<file path="config.mk">
export PLATFORM = sky130hd
export DESIGN_NAME = banner_controller
export DESIGN_NICKNAME = d
export VERILOG_FILES = /design/src/rtl/banner_pkg.sv /design/src/rtl/banner_controller_frame_timer.sv /design/src/rtl/banner_controller.sv
export SDC_FILE = /design/constraint.sdc
export NUM_CORES = 1
export LEC_CHECK = 0
export ABC_CLOCK_PERIOD_IN_PS = 2000
export CORE_MARGIN = 2
export CORE_UTILIZATION = 55
export DETAILED_ROUTE_END_ITERATION = 10
export PLACE_DENSITY = 0.87
export SLEW_MARGIN = 20
export SYNTH_ARGS = -nofsm -noshare
export SYNTH_HDL_FRONTEND = slang
export SYNTH_SLANG_ARGS = --single-unit
</file>
<file path="constraint.sdc">
create_clock -name i_clk -period 2 [get_ports i_clk]
set_input_delay 0.2 -clock i_clk [delete_from_list [all_inputs] [get_ports i_clk]]
set_output_delay 0.2 -clock i_clk [all_outputs]
set_load 0.02 [all_outputs]
</file>
<file path="src/rtl/banner_pkg.sv">
// Shared definitions for the banner sequencer and the banner renderer:
// game-phase encoding, banner image indices and a constant-sizing helper.
package banner_pkg;

   // Top-level game phases.
   typedef enum logic [2:0] {
      INIT  = 3'd0,
      REGEN = 3'd1,
      PLAY  = 3'd2,
      PAUSE = 3'd3,
      OVER  = 3'd4
   } banner_state_t;

   // Banner image indices; the renderer uses the same numbering.
   localparam int BANNER_INIT  = 0;
   localparam int BANNER_PAUSE = 1;
   localparam int BANNER_OVER  = 2;
   localparam int BANNER_REGEN = 3;

   // Largest of three values; sizes the shared frame counter.
   function automatic int max3(input int a, input int b, input int c);
      int m;
      m = a;
      if (b > m) begin
         m = b;
      end else begin
         m = m;
      end
      if (c > m) begin
         m = c;
      end else begin
         m = m;
      end
      return m;
   endfunction

endpackage

</file>
<file path="src/rtl/banner_controller_frame_timer.sv">
// Saturating frame counter. A synchronous clear takes priority over a
// frame tick arriving in the same cycle.
module frame_timer #(
   parameter int WIDTH = 8
) (
   input  logic             clk,
   input  logic             rst,
   input  logic             clr,
   input  logic             tick,
   output logic [WIDTH-1:0] count
);

   // Count frame ticks, holding at all-ones instead of wrapping.
   always_ff @(posedge clk or posedge rst) begin
      if (rst) begin
         count <= '0;
      end else if (clr) begin
         count <= '0;
      end else if (tick && (count != {WIDTH{1'b1}})) begin
         count <= count + WIDTH'(1);
      end else begin
         count <= count;
      end
   end

endmodule

</file>
<file path="src/rtl/banner_controller.sv">
// Game-mode sequencer for the banner overlay. Tracks the game phase,
// drives the banner index / overlay enable / gameplay enable, and owns
// the request/done handshake with the level generator. All outputs are
// registered from the next-state decode so they change only on clock
// edges or reset.
module banner_controller
   import banner_pkg::*;
#(
   parameter int NUM_IMAGES       = 4,
   parameter int GAME_OVER_FRAMES = 180,
   parameter int REGEN_MIN_FRAMES = 30,
   parameter int BLINK_FRAMES     = 30
) (
   input  logic                          i_clk,
   input  logic                          i_rst,
   input  logic                          i_frame_tick,
   input  logic                          i_btn_start,
   input  logic                          i_btn_pause,
   input  logic                          i_game_over,
   input  logic                          i_regen_done,
   output logic                          o_regen_req,
   output logic [$clog2(NUM_IMAGES)-1:0] o_banner_num,
   output logic                          o_banner_enbl,
   output logic                          o_game_run
);

   localparam int BANNER_W = $clog2(NUM_IMAGES);
   localparam int CNT_MAX  = max3(GAME_OVER_FRAMES, REGEN_MIN_FRAMES, 2 * BLINK_FRAMES);
   localparam int CNT_W    = $clog2(CNT_MAX + 1);

   localparam logic [CNT_W-1:0] OVER_HOLD  = CNT_W'(GAME_OVER_FRAMES);
   localparam logic [CNT_W-1:0] REGEN_HOLD = CNT_W'(REGEN_MIN_FRAMES);
   // Last count of the visible half and of the full blink period.
   localparam logic [CNT_W-1:0] BLINK_OFF  = CNT_W'(BLINK_FRAMES - 1);
   localparam logic [CNT_W-1:0] BLINK_WRAP = CNT_W'(2 * BLINK_FRAMES - 1);

   banner_state_t    state;
   banner_state_t    next_state;
   logic [CNT_W-1:0] frame_cnt;
   logic             cnt_clr;
   logic             pause_wrap;
   logic             blink_next;
   logic             req_next;
   logic             done_next;
   logic             done_seen;

   frame_timer #(
      .WIDTH (CNT_W)
   ) u_frame_timer (
      .clk   (i_clk),
      .rst   (i_rst),
      .clr   (cnt_clr),
      .tick  (i_frame_tick),
      .count (frame_cnt)
   );

   // Next-phase decode; inputs that do not apply to the current phase are ignored.
   always_comb begin
      next_state = state;
      case (state)
         INIT: begin
            if (i_btn_start) begin
               next_state = REGEN;
            end else begin
               next_state = INIT;
            end
         end
         REGEN: begin
            if (done_seen && (frame_cnt >= REGEN_HOLD)) begin
               next_state = PLAY;
            end else begin
               next_state = REGEN;
            end
         end
         PLAY: begin
            // Game over wins over a pause arriving in the same cycle.
            if (i_game_over) begin
               next_state = OVER;
            end else if (i_btn_pause) begin
               next_state = PAUSE;
            end else begin
               next_state = PLAY;
            end
         end
         PAUSE: begin
            if (i_btn_pause || i_btn_start) begin
               next_state = PLAY;
            end else begin
               next_state = PAUSE;
            end
         end
         OVER: begin
            if (i_btn_start && (frame_cnt >= OVER_HOLD)) begin
               next_state = REGEN;
            end else begin
               next_state = OVER;
            end
         end
         default: begin
            next_state = INIT;
         end
      endcase
   end

   // Counter clear, pause-blink phase and handshake bookkeeping for the next cycle.
   always_comb begin
      pause_wrap = (state == PAUSE) && i_frame_tick && (frame_cnt == BLINK_WRAP);
      cnt_clr    = (next_state != state) || pause_wrap;

      // Blink starts visible on entry, hides after BLINK_FRAMES ticks, reappears on wrap.
      if (state != PAUSE) begin
         blink_next = 1'b1;
      end else if (pause_wrap) begin
         blink_next = 1'b1;
      end else if (i_frame_tick && (frame_cnt == BLINK_OFF)) begin
         blink_next = 1'b0;
      end else begin
         blink_next = o_banner_enbl;
      end

      // Request rises on REGEN entry and drops on the edge that samples done.
      if (next_state != REGEN) begin
         req_next = 1'b0;
      end else if (state != REGEN) begin
         req_next = 1'b1;
      end else if (i_regen_done) begin
         req_next = 1'b0;
      end else begin
         req_next = o_regen_req;
      end

      // Sticky done flag, only live while staying in REGEN; entry clears it.
      if ((state == REGEN) && (next_state == REGEN)) begin
         done_next = done_seen | i_regen_done;
      end else begin
         done_next = 1'b0;
      end
   end

   // Phase register and Moore outputs registered from the next phase.
   always_ff @(posedge i_clk or posedge i_rst) begin
      if (i_rst) begin
         state         <= INIT;
         done_seen     <= 1'b0;
         o_regen_req   <= 1'b0;
         o_banner_num  <= BANNER_W'(BANNER_INIT);
         o_banner_enbl <= 1'b1;
         o_game_run    <= 1'b0;
      end else begin
         state       <= next_state;
         done_seen   <= done_next;
         o_regen_req <= req_next;
         case (next_state)
            INIT: begin
               o_banner_num  <= BANNER_W'(BANNER_INIT);
               o_banner_enbl <= 1'b1;
               o_game_run    <= 1'b0;
            end
            REGEN: begin
               o_banner_num  <= BANNER_W'(BANNER_REGEN);
               o_banner_enbl <= 1'b1;
               o_game_run    <= 1'b0;
            end
            PLAY: begin
               o_banner_num  <= BANNER_W'(BANNER_INIT);
               o_banner_enbl <= 1'b0;
               o_game_run    <= 1'b1;
            end
            PAUSE: begin
               o_banner_num  <= BANNER_W'(BANNER_PAUSE);
               o_banner_enbl <= blink_next;
               o_game_run    <= 1'b0;
            end
            OVER: begin
               o_banner_num  <= BANNER_W'(BANNER_OVER);
               o_banner_enbl <= 1'b1;
               o_game_run    <= 1'b0;
            end
            default: begin
               o_banner_num  <= BANNER_W'(BANNER_INIT);
               o_banner_enbl <= 1'b1;
               o_game_run    <= 1'b0;
            end
         endcase
      end
   end

endmodule

</file>
==> results of run 1 <==
==> per-stage QoR <==
step / utilization (%) / hold slack, ns / setup WS (ns) / power (W) / std cells
after floorplan: - / 0.125 / 0.397 / 0.00113 / 109
after global placement: 65.1 / 0.547 / 0.204 / 0.00126 / 144
after detailed placement: 65.1 / 0.562 / 0.136 / 0.00128 / 144
after CTS: 66.5 / 0.296 / 0.240 / 0.00147 / 148
after global routing: 66.5 / 0.339 / 0.0609 / 0.00158 / 148
final: 66.5 / 0.286 / 0.238 / 0.00146 / 148
==> worst max-delay path, cell delays in order, from the launching register on <==
cell     delay, ns
dfrtp_1       0.42
ha_1          0.25
nand3_2       0.18
o31ai_2       0.35
mux2_2        0.37
nor3_1        0.12
==> per-layer routing <==
| metal | vias up | wire (um) | global-route usage, % |
|---|---|---|---|
| li1 | 437 | - | - |
| met1 | 450 | 1050 | 27.4 |
| met2 | 19 | 1070 | 33.6 |
| met3 | 3 | 110 | 6.25 |
| met4 | 0 | 23 | 6.76 |
| met5 | - | 0 | 0 |
==> flip-flops by register name, indices dropped and copies added, names as in the netlist <==
signal / cells
o_regen_req: 1
o_game_run: 1
o_banner_num: 2
o_banner_enbl: 1
u_frame_timer.count: 8
done_seen: 1
state: 3
==> power breakdown <==
part           leakage [nW]  total (W)  switching (W)  internal [W]
sequential            0.211   0.000606       0.000162      0.000444
clock                0.0177   0.000185       0.000110     0.0000747
combinational         0.309   0.000671       0.000352      0.000319
total                 0.537    0.00146       0.000624      0.000838
==> cells by family after synthesis <==
logic type | after synthesis | synth area share (%)
AO/OA/AOI/OAI | 30 | 25.3
multiplexers | 2 | 1.79
XOR/XNOR | 3 | 2.21
AND/OR/NAND/NOR | 40 | 24.7
adder cells (fa/ha/maj) | 3 | 3.15
flip-flops | 17 | 35.8
buffers and inverters | 14 | 7.04
==> how the worst max path moves through the flow <==
stage	slack, ns	cells after the start	to
after CTS	0.24	5	u_frame_timer.count[1]
after floorplan	0.40	5	u_frame_timer.count[1]
after global placement	0.20	5	u_frame_timer.count[5]
after global routing	0.06	5	u_frame_timer.count[1]
final	0.24	5	u_frame_timer.count[1]
after detailed placement	0.14	5	u_frame_timer.count[5]
==> area by class of cell <==
cell class | instances | area, um2
clock buffers | 3 | 22.5
clock inverters | 1 | 5.00
fillers | 154 | 671
inverters | 8 | 30.0
multi-input cells | 78 | 681
flip-flops and latches | 17 | 427
well taps | 27 | 33.8
repair buffers | 14 | 133
==> cells in the final DEF, fill, tap and decap left out, types with 3 or more instances in the layout <==
| cell type | n |
|---|---|
| buf_4 | 3 |
| dfrtp_1 | 16 |
| nand2_1 | 3 |
| nor2_1 | 5 |
| o211ai_1 | 3 |
| a21oi_1 | 3 |
| nor3_1 | 7 |
| o21ai_0 | 6 |
| nand2b_1 | 3 |
| clkbuf_4 | 3 |
| ha_1 | 3 |
| inv_1 | 6 |
| clkdlybuf4s50_1 | 11 |
==> run_results.csv, run 1 <==
group,metric,value,unit
run_status,run_status,"finished, final reports clean",
yosys,synth_cell_type_count,50,
die,die_area,2550,um2
route,routed_wl,2260,um
yosys,syn-cell-area,1190,um2
setup_path,worstSetupPathType,"reg2reg",
final_layout,final_area,1330,um2
yosys,synth-edff-count,0,
placement,place_congestion,0.862,
yosys,synth_top_area_cell,"dfrtp_1",
sta,fmax,0.568,GHz
setup_path,worst_r2r_path_depth,5,
global_route,grt_pass1_wl,4010,um
final_layout,syn_to_final_growth,11.8,%
sta,finalSetupTns,0,ns
yosys,async_reset_ff_share,100,%
cts,cts_hold_buf,0,
die,die_h,50.5,um
hold_path,hold_path.class,"in2async",
sta,final_hold_viol_count,0,
cts,root_buffer,"clkbuf_4",
cts,cts-htree-levels,1,
yosys,synth_common_cells,"dfrtp_1 (16), nor3_1 (7), inv_1 (6), o21ai_0 (6), nor2_1 (5)",
setup_path,ff2ff_setup_slack,0.24,ns
final_layout,drive_gt1_share,24.8,%
global_route,antenna_found_initial,0,
die,core_area,2000,um2
global_route,track_usage,21.0,%
yosys,avgSynthCellArea,10.9,um2
sta,period_needed,1.76,ns
final_layout,diodes,0,
yosys,synthTopCellsByArea,"dfrtp_1 (34%), ha_1 (3.2%), nor3_1 (2.9%)",
setup_path,cp_max_fo,6,
setup_path,critPathRequiredTime,2.23,ns
final_layout,nets,132,
yosys,netlist_instances,109,
yosys,ys_warn_count,0,
yosys,synthFlopType,"dfrtp_1",
yosys,yosysTopAreaCellShare,33.6,%
die,die_w,50.5,um
sta,grt_setup_unrepaired,"false",
die,io_pins,12,
power_and_ir_drop,power_density,1100,nW/um2
sta,maxSlewHeadroom,56.8,%
placement,dpl_cell_area,1300,um2
cts,cts_buffer_depth,2,
die,rows,16,
cts,cts_tree,"yes",
sta,fin_crit_sh,88.1,%
yosys,yosysSeqAreaShare,35.8,%
sta,fin_skew,0.00468,ns
setup_path,start_kind,"flip-flop",
cts,cts_buffers,3,
placement,portBuffers,11,
flow_run,drv_cap,0,
setup_path,timing.critical_path.arrival,1.99,ns
setup_path,crit_path_end_kind,"flip-flop",
power_and_ir_drop,p_leak,0.537,nW
cts,cts_setup_buffers,0,
die,initial_core_util,59.5,%
setup_path,reg2reg_to,"u_frame_timer.count[1]",
route,dr.pass1.iters,4,
sta,setup_violations,0,
route,drc,0,
cts,clk_latency,0.30,ns
global_route,grt_pass1_vias,876,
route,avgRoutedWirePerCell,15.2,um
placement,hpwl,1660,um
route,vias_per_cell,6.14,
cts,path_clk_slew,0.10,ns
power_and_ir_drop,ir_worst_vdd,0.879,mV
route,vias,909,
route,ant_nets,0,
setup_path,crit_start,"u_frame_timer.count[1]",
cts,numClockSinks,17,
cts,post_cts_resized,0,
route,drt_iter0_drc,17,
global_route,grt.overflow.total,0,
setup_path,r2r-start,"u_frame_timer.count[1]",
global_route,grt_max_degree,18,
sta,worst_pin_slew,0.648,ns
yosys,synth-seq-cells,17,
yosys,synth_most_common_cell,"dfrtp_1",
yosys,syn_nets,119,
sta,drv_slew,0,
Note: power is estimated with default switching activity, not from simulation.
==> run 2, diff against run 1 <==
--- a/config.mk
+++ b/config.mk
@@ -8,6 +8,7 @@
 export ABC_CLOCK_PERIOD_IN_PS = 2000
 export CORE_MARGIN = 2
 export CORE_UTILIZATION = 55
+export CTS_CLUSTER_DIAMETER = 60
 export DETAILED_ROUTE_END_ITERATION = 10
 export PLACE_DENSITY = 0.87
 export SLEW_MARGIN = 20
==> results of run 2 <==
Same layout as run 1: the final DEF is identical, and so are final timing and power.
==> run 3, diff against run 2 <==
--- a/config.mk
+++ b/config.mk
@@ -5,7 +5,6 @@
 export SDC_FILE = /design/constraint.sdc
 export NUM_CORES = 1
 export LEC_CHECK = 0
-export ABC_CLOCK_PERIOD_IN_PS = 2000
 export CORE_MARGIN = 2
 export CORE_UTILIZATION = 55
 export CTS_CLUSTER_DIAMETER = 60
==> results of run 3 <==
Same layout as run 1: the final DEF is identical, and so are final timing and power.
==> RTL change 1 (config.mk and constraints of run 1) <==
Register the inputs `i_frame_tick`, `i_btn_start`, `i_btn_pause`, `i_game_over` and `i_regen_done` before use, with the module's reset. The logic sees them one clock later.
--- a/src/rtl/banner_controller.sv
+++ b/src/rtl/banner_controller.sv
@@ -35,4 +35,26 @@
    localparam logic [CNT_W-1:0] BLINK_WRAP = CNT_W'(2 * BLINK_FRAMES - 1);
 
+   logic i_frame_tick_q;
+   logic i_btn_start_q;
+   logic i_btn_pause_q;
+   logic i_game_over_q;
+   logic i_regen_done_q;
+
+   always_ff @(posedge i_clk or posedge i_rst) begin
+      if (i_rst) begin
+         i_frame_tick_q <= '0;
+         i_btn_start_q  <= '0;
+         i_btn_pause_q  <= '0;
+         i_game_over_q  <= '0;
+         i_regen_done_q <= '0;
+      end else begin
+         i_frame_tick_q <= i_frame_tick;
+         i_btn_start_q  <= i_btn_start;
+         i_btn_pause_q  <= i_btn_pause;
+         i_game_over_q  <= i_game_over;
+         i_regen_done_q <= i_regen_done;
+      end
+   end
+
    banner_state_t    state;
    banner_state_t    next_state;
@@ -51,5 +73,5 @@
       .rst   (i_rst),
       .clr   (cnt_clr),
-      .tick  (i_frame_tick),
+      .tick  (i_frame_tick_q),
       .count (frame_cnt)
    );
@@ -60,5 +82,5 @@
       case (state)
          INIT: begin
-            if (i_btn_start) begin
+            if (i_btn_start_q) begin
                next_state = REGEN;
             end else begin
@@ -75,7 +97,7 @@
          PLAY: begin
             // Game over wins over a pause arriving in the same cycle.
-            if (i_game_over) begin
+            if (i_game_over_q) begin
                next_state = OVER;
-            end else if (i_btn_pause) begin
+            end else if (i_btn_pause_q) begin
                next_state = PAUSE;
             end else begin
@@ -84,5 +106,5 @@
          end
          PAUSE: begin
-            if (i_btn_pause || i_btn_start) begin
+            if (i_btn_pause_q || i_btn_start_q) begin
                next_state = PLAY;
             end else begin
@@ -91,5 +113,5 @@
          end
          OVER: begin
-            if (i_btn_start && (frame_cnt >= OVER_HOLD)) begin
+            if (i_btn_start_q && (frame_cnt >= OVER_HOLD)) begin
                next_state = REGEN;
             end else begin
@@ -105,5 +127,5 @@
    // Counter clear, pause-blink phase and handshake bookkeeping for the next cycle.
    always_comb begin
-      pause_wrap = (state == PAUSE) && i_frame_tick && (frame_cnt == BLINK_WRAP);
+      pause_wrap = (state == PAUSE) && i_frame_tick_q && (frame_cnt == BLINK_WRAP);
       cnt_clr    = (next_state != state) || pause_wrap;
 
@@ -113,5 +135,5 @@
       end else if (pause_wrap) begin
          blink_next = 1'b1;
-      end else if (i_frame_tick && (frame_cnt == BLINK_OFF)) begin
+      end else if (i_frame_tick_q && (frame_cnt == BLINK_OFF)) begin
          blink_next = 1'b0;
       end else begin
@@ -124,5 +146,5 @@
       end else if (state != REGEN) begin
          req_next = 1'b1;
-      end else if (i_regen_done) begin
+      end else if (i_regen_done_q) begin
          req_next = 1'b0;
       end else begin
@@ -132,5 +154,5 @@
       // Sticky done flag, only live while staying in REGEN; entry clears it.
       if ((state == REGEN) && (next_state == REGEN)) begin
-         done_next = done_seen | i_regen_done;
+         done_next = done_seen | i_regen_done_q;
       end else begin
          done_next = 1'b0;
Behaviour: not the same (a bounded check fails within 4 cycles, from zero or initial values and one cycle with i_rst high).
==> RTL change 1 against run 1 <==
  * Critical path depth up 1
  * Power increased by 8.7%
  * First-iteration DRC count increased by 5.9%
  * Routed wire length rose by 26%
  * Sequential share of layout area grew 3.7 points
  * Worst hold slack worse by 77 ps
  * Setup slack got worse by 150 ps
  * Synthesized cell count rose by 16%
  * Sequential cell count grew 5
  * Synthesized area is 13% higher
  * Highest routed layer unchanged
  * Sequential power rose by 11%
  * Final area increased by 16%
==> RTL change 1: results <==
outcome:
  outcome: "finished, final reports clean"
pwr:
  p_leak_nw: 0.629
  max-vdd-ir-drop_mv: 0.713
  intPower_w: 0.000964
placed_design:
  preCtsSetupSlack_ps: 36.2
  dp_cells: 170
  place_congestion: 0.919
  placed_area_mm2: 0.00151
  hpwlAfterDp_mm: 2.10
logic_synthesis:
  synth_area_leaders: "dfrtp_1, a2111oi_2, nor3_1"
  synth_xor_area_frac: 0.00648
  synth_common_cells: "dfrtp_1, inv_1, nor3_1"
  yosysSeqAreaShare: 0.408
  synthMuxAreaShare: 0.0231
  synthAdderAreaFrac: 0.0278
  synth_cell_types: 52
  synth_nets: 136
  synth_cells: 126
  synth-compound-area-share: 0.244
critical_path:
  r2r_cells: 6
  max_stage_delay_ps: 500
  arrival_ps: 2120
  crit_slowest_cell: "or4_4"
  ff2ff_setup_slack_ps: 90
  path_delay_family: "simple AND/OR/NAND/NOR gates"
  reg2reg_from: "u_frame_timer.count[0]$_DFFE_PP0P_"
  r2r_end: "u_frame_timer.count[5]$_DFFE_PP0P_"
drt:
  drtIter0Drc: 18
  vias: 1058
  routed_wl_mm: 2.83
  drc: 0
  routedWlPerCell_um: 16.3
timing:
  tightest_slew_ps: 431
  fin_hold_ws_ps: 209
  fin_worst_skew_ps: 4.83
cells_and_area:
  final_nets: 157
  final_layout_size_suffix_gt1_frac: 0.253
global_routing:
  grt_max_degree: 23
  gr-usage-all-layers: 0.240
  grt_pass1_wl_mm: 4.98
cts:
  clk_pin_slew_ps: 120
  clk_latency_ps: 320
RTL change 1: cell types whose count changed after synthesis, moves of 3 or more:
cell	before	now
dfrtp_1	16	21
o211ai_1	3	0
nand2_1	3	7
clkbuf_8	0	3
inv_1	6	11
a2111oi_2	0	4
RTL change 1: cell type report:
class	instances	area, um^2
clock buffer	4	36.3
fill	169	727
inverter	11	41.3
multi-input combinational	86	683
sequential	22	553
tap	28	35.0
timing repair buffer	23	200
RTL change 1: power by group through the flow:
stage,sequential [W],combinational [W],clock [W]
final,0.000673,0.000665,0.000250
after detailed placement,0.000670,0.000652,0
after global routing,0.000690,0.000729,0.000267
after floorplan,0.000634,0.000511,0
after global placement,0.000661,0.000626,0
after CTS,0.000663,0.000660,0.000256
RTL change 1: per-stage QoR:
step	total power, W	util
after floorplan	0.00114	-
after global placement	0.00129	0.662
after detailed placement	0.00132	0.662
after CTS	0.00158	0.678
after global routing	0.00169	0.681
final	0.00159	0.681
RTL change 1: worst reg2reg max path, delay by kind of cell (launching register included):
| kind | cells | cell delay, ps |
|---|---|---|
| AND/OR/NAND/NOR | 3 | 640 |
| flip-flops | 1 | 450 |
| AO/OA/AOI/OAI | 1 | 290 |
| buffers and inverters | 1 | 220 |
| adder cells (fa/ha/maj) | 1 | 210 |
RTL change 1: how the worst max path moves through the flow:
stage	from	endpoint	slack [ps]	cells past startpoint
after floorplan	u_frame_timer.count[1]$_DFFE_PP0P_	u_frame_timer.count[0]$_DFFE_PP0P_	140	5
final	u_frame_timer.count[0]$_DFFE_PP0P_	u_frame_timer.count[5]$_DFFE_PP0P_	90	6
after CTS	u_frame_timer.count[0]$_DFFE_PP0P_	u_frame_timer.count[2]$_DFFE_PP0P_	70	7
after detailed placement	u_frame_timer.count[0]$_DFFE_PP0P_	u_frame_timer.count[2]$_DFFE_PP0P_	40	7
after global routing	u_frame_timer.count[0]$_DFFE_PP0P_	u_frame_timer.count[5]$_DFFE_PP0P_	20	6
after global placement	u_frame_timer.count[1]$_DFFE_PP0P_	u_frame_timer.count[4]$_DFFE_PP0P_	130	6
RTL change 1: what timing repair did:
| action | in CTS | in global routing |
|---|---|---|
| setup endpoints to repair | 3 | 6 |
| endpoints found under the hold margin | 0 | 0 |
| resized for setup | 1 | 2 |
| hold buffers | 0 | 0 |
| pin swaps | 0 | 0 |
| setup buffers | 0 | 0 |
RTL change 1: metal layers:
layer  global-route usage  part of all wire  vias to the layer above  routed length [um]
met5                    0                 0                        -                   0
met4                0.115             0.025                        0                  70
met3               0.0167             0.020                        7                  57
met2                0.407              0.50                       24                1400
met1                0.312              0.46                      518                1300
li1                     -                 -                      509                   -
==> RTL change 2 (settings of run 1) <==
Without the edit above. `GAME_OVER_FRAMES`: 180 -> 270.
--- a/src/rtl/banner_controller.sv
+++ b/src/rtl/banner_controller.sv
@@ -8,5 +8,5 @@
 #(
    parameter int NUM_IMAGES       = 4,
-   parameter int GAME_OVER_FRAMES = 180,
+   parameter int GAME_OVER_FRAMES = 270,
    parameter int REGEN_MIN_FRAMES = 30,
    parameter int BLINK_FRAMES     = 30
Check against the original RTL: no difference found for any inputs over 10 cycles, from zero or initial values and one cycle with i_rst high; that may be too few to reach the edited logic, so the function may still have changed.
==> RTL change 2 against run 1 <==
  * Highest routed layer unchanged
  * Largest power group unchanged
  * Fmax decreased by 8.2%
  * Final area down 3.4%
  * Routed wire length is 1.8% higher
  * Worst hold slack better by 2.5 ps
  * Sequential power down 6.4%
  * Sequential cell count is 1 higher
  * Power shrank 3.7%
  * Setup slack got worse by 160 ps
  * Core utilization down 0.26 points
  * First-iteration DRC count is 120% higher
  * Synthesized area down 5.7%
==> RTL change 2: results <==
drt:
  drtIter0Drc: 37
  vias: 892
  routed_wl_mm: 2.30
critical_path:
  reg2reg_from: "u_frame_timer.count[4]$_DFFE_PP0P_"
  arrival_ps: 2140
  r2r_cells: 7
  cp-startpoint: "u_frame_timer.count[4]$_DFFE_PP0P_"
  ff2ff_setup_slack_ps: 80
  r2r_end: "u_frame_timer.count[1]$_DFFE_PP0P_"
global_routing:
  grt_pass1_wl_mm: 3.80
  use_met1: 0.288
  grt_pass1_vias: 837
  antenna_found_initial: 0
  met3_usage: 0.0215
  gr-usage-all-layers: 0.205
  grt_max_degree: 19
  use_met2: 0.329
logic_synthesis:
  yosysSeqAreaShare: 0.402
  synth_nets: 126
  synth_cell_types: 43
  synth_common_cells: "dfrtp_1, nor3_1, inv_1, nand2_1, xor2_1"
  synth_area_leaders: "dfrtp_1, xor2_1, ha_1"
  ys.warnings.count: 0
cts:
  htreeDepth: 1
  clockRootBuffer: "clkbuf_4"
placed_design:
  hpwlAfterDp_mm: 1.72
  preCtsSetupSlack_ps: -39.3
  place_congestion: 0.908
cells_and_area:
  final_nets: 139
  nFillCells: 155
  largestRegisters: "u_frame_timer.count x9, state x3, o_banner_num x2"
  final_layout_size_suffix_gt1_frac: 0.181
pwr:
  max-vdd-ir-drop_mv: 0.902
  p_leak_nw: 0.534
timing:
  fmax_mhz: 521
  fin_worst_skew_ps: 11.1
  finalSetupViolations: 0
  tightest_slew_ps: 672
outcome:
  outcome: "finished, final reports clean"
==> RTL change 2: metrics by stage <==
step	hold WS, ps	power [W]	TNS [ps]	cell area, um^2	cells
2_1_floorplan	138	0.00103	0	1120	115
3_3_place_gp	478	0.00115	0	1240	150
3_5_place_dp	496	0.00118	-39.3	1240	150
4_1_cts	303	0.00141	0	1280	154
5_1_grt	371	0.00151	0	1290	154
6_report	288	0.00141	0	1290	154
==> RTL change 2: per-layer routing <==
| metal | share of wire | routed length [um] |
|---|---|---|
| met3 | 0.047 | 108 |
| met1 | 0.45 | 1020 |
| met2 | 0.50 | 1150 |
| met4 | 0.0061 | 14 |
| met5 | 0 | 0 |
==> RTL change 2: report_power, final <==
| part | internal, W | switching, W |
|---|---|---|
| clock | 0.000111 | 0.000114 |
| sequential | 0.000464 | 0.000103 |
| combinational | 0.000286 | 0.000330 |
| total | 0.000861 | 0.000547 |
==> RTL change 2: layout make-up <==
cell class | count | share of cell area
sequential | 18 | 0.352
tap | 27 | 0.0263
clock buffer | 4 | 0.0282
multi-input combinational | 82 | 0.461
inverter | 8 | 0.0233
timing repair buffer | 15 | 0.109
==> RTL change 2: cell families (layout without fill, tap and decap cells) <==
kind of cell,count (synthesis),count (layout),synth area share
XOR/XNOR,7,7,0.0546
multiplexers,2,2,0.0189
AO/OA/AOI/OAI,21,21,0.146
AND/OR/NAND/NOR,48,48,0.258
buffers and inverters,15,27,0.0757
flip-flops,18,18,0.402
adder cells (fa/ha/maj),4,4,0.0445
==> RTL change 2: how the worst min path moves through the flow <==
stage	startpoint	to	slack, ps	cells past startpoint
final	i_rst	u_frame_timer.count[5]$_DFFE_PP0P_	290	2
after global routing	i_rst	o_banner_num[1]$_DFF_PP0_	370	2
after CTS	i_rst	u_frame_timer.count[5]$_DFFE_PP0P_	300	2
after detailed placement	o_banner_enbl$_DFFE_PP1P_	o_banner_enbl$_DFFE_PP1P_	500	2
after global placement	o_banner_enbl$_DFFE_PP1P_	o_banner_enbl$_DFFE_PP1P_	480	2
after floorplan	i_rst	done_seen$_DFF_PP0_	140	1
==> RTL change 2: timing repair <==
item,4_1_cts,5_1_grt
resized for setup,1,3
hold buffers,0,0
cloned,0,0
setup endpoints to repair,4,4
==> RTL change 2: critical path, cell delays in order (launching register included) <==
cell and delay [ps]:
dfrtp_1 440, and3_1 230, nand3_1 100, nor2_1 60
ha_1 200, nor2b_2 300, mux2_2 370, nor3_1 140
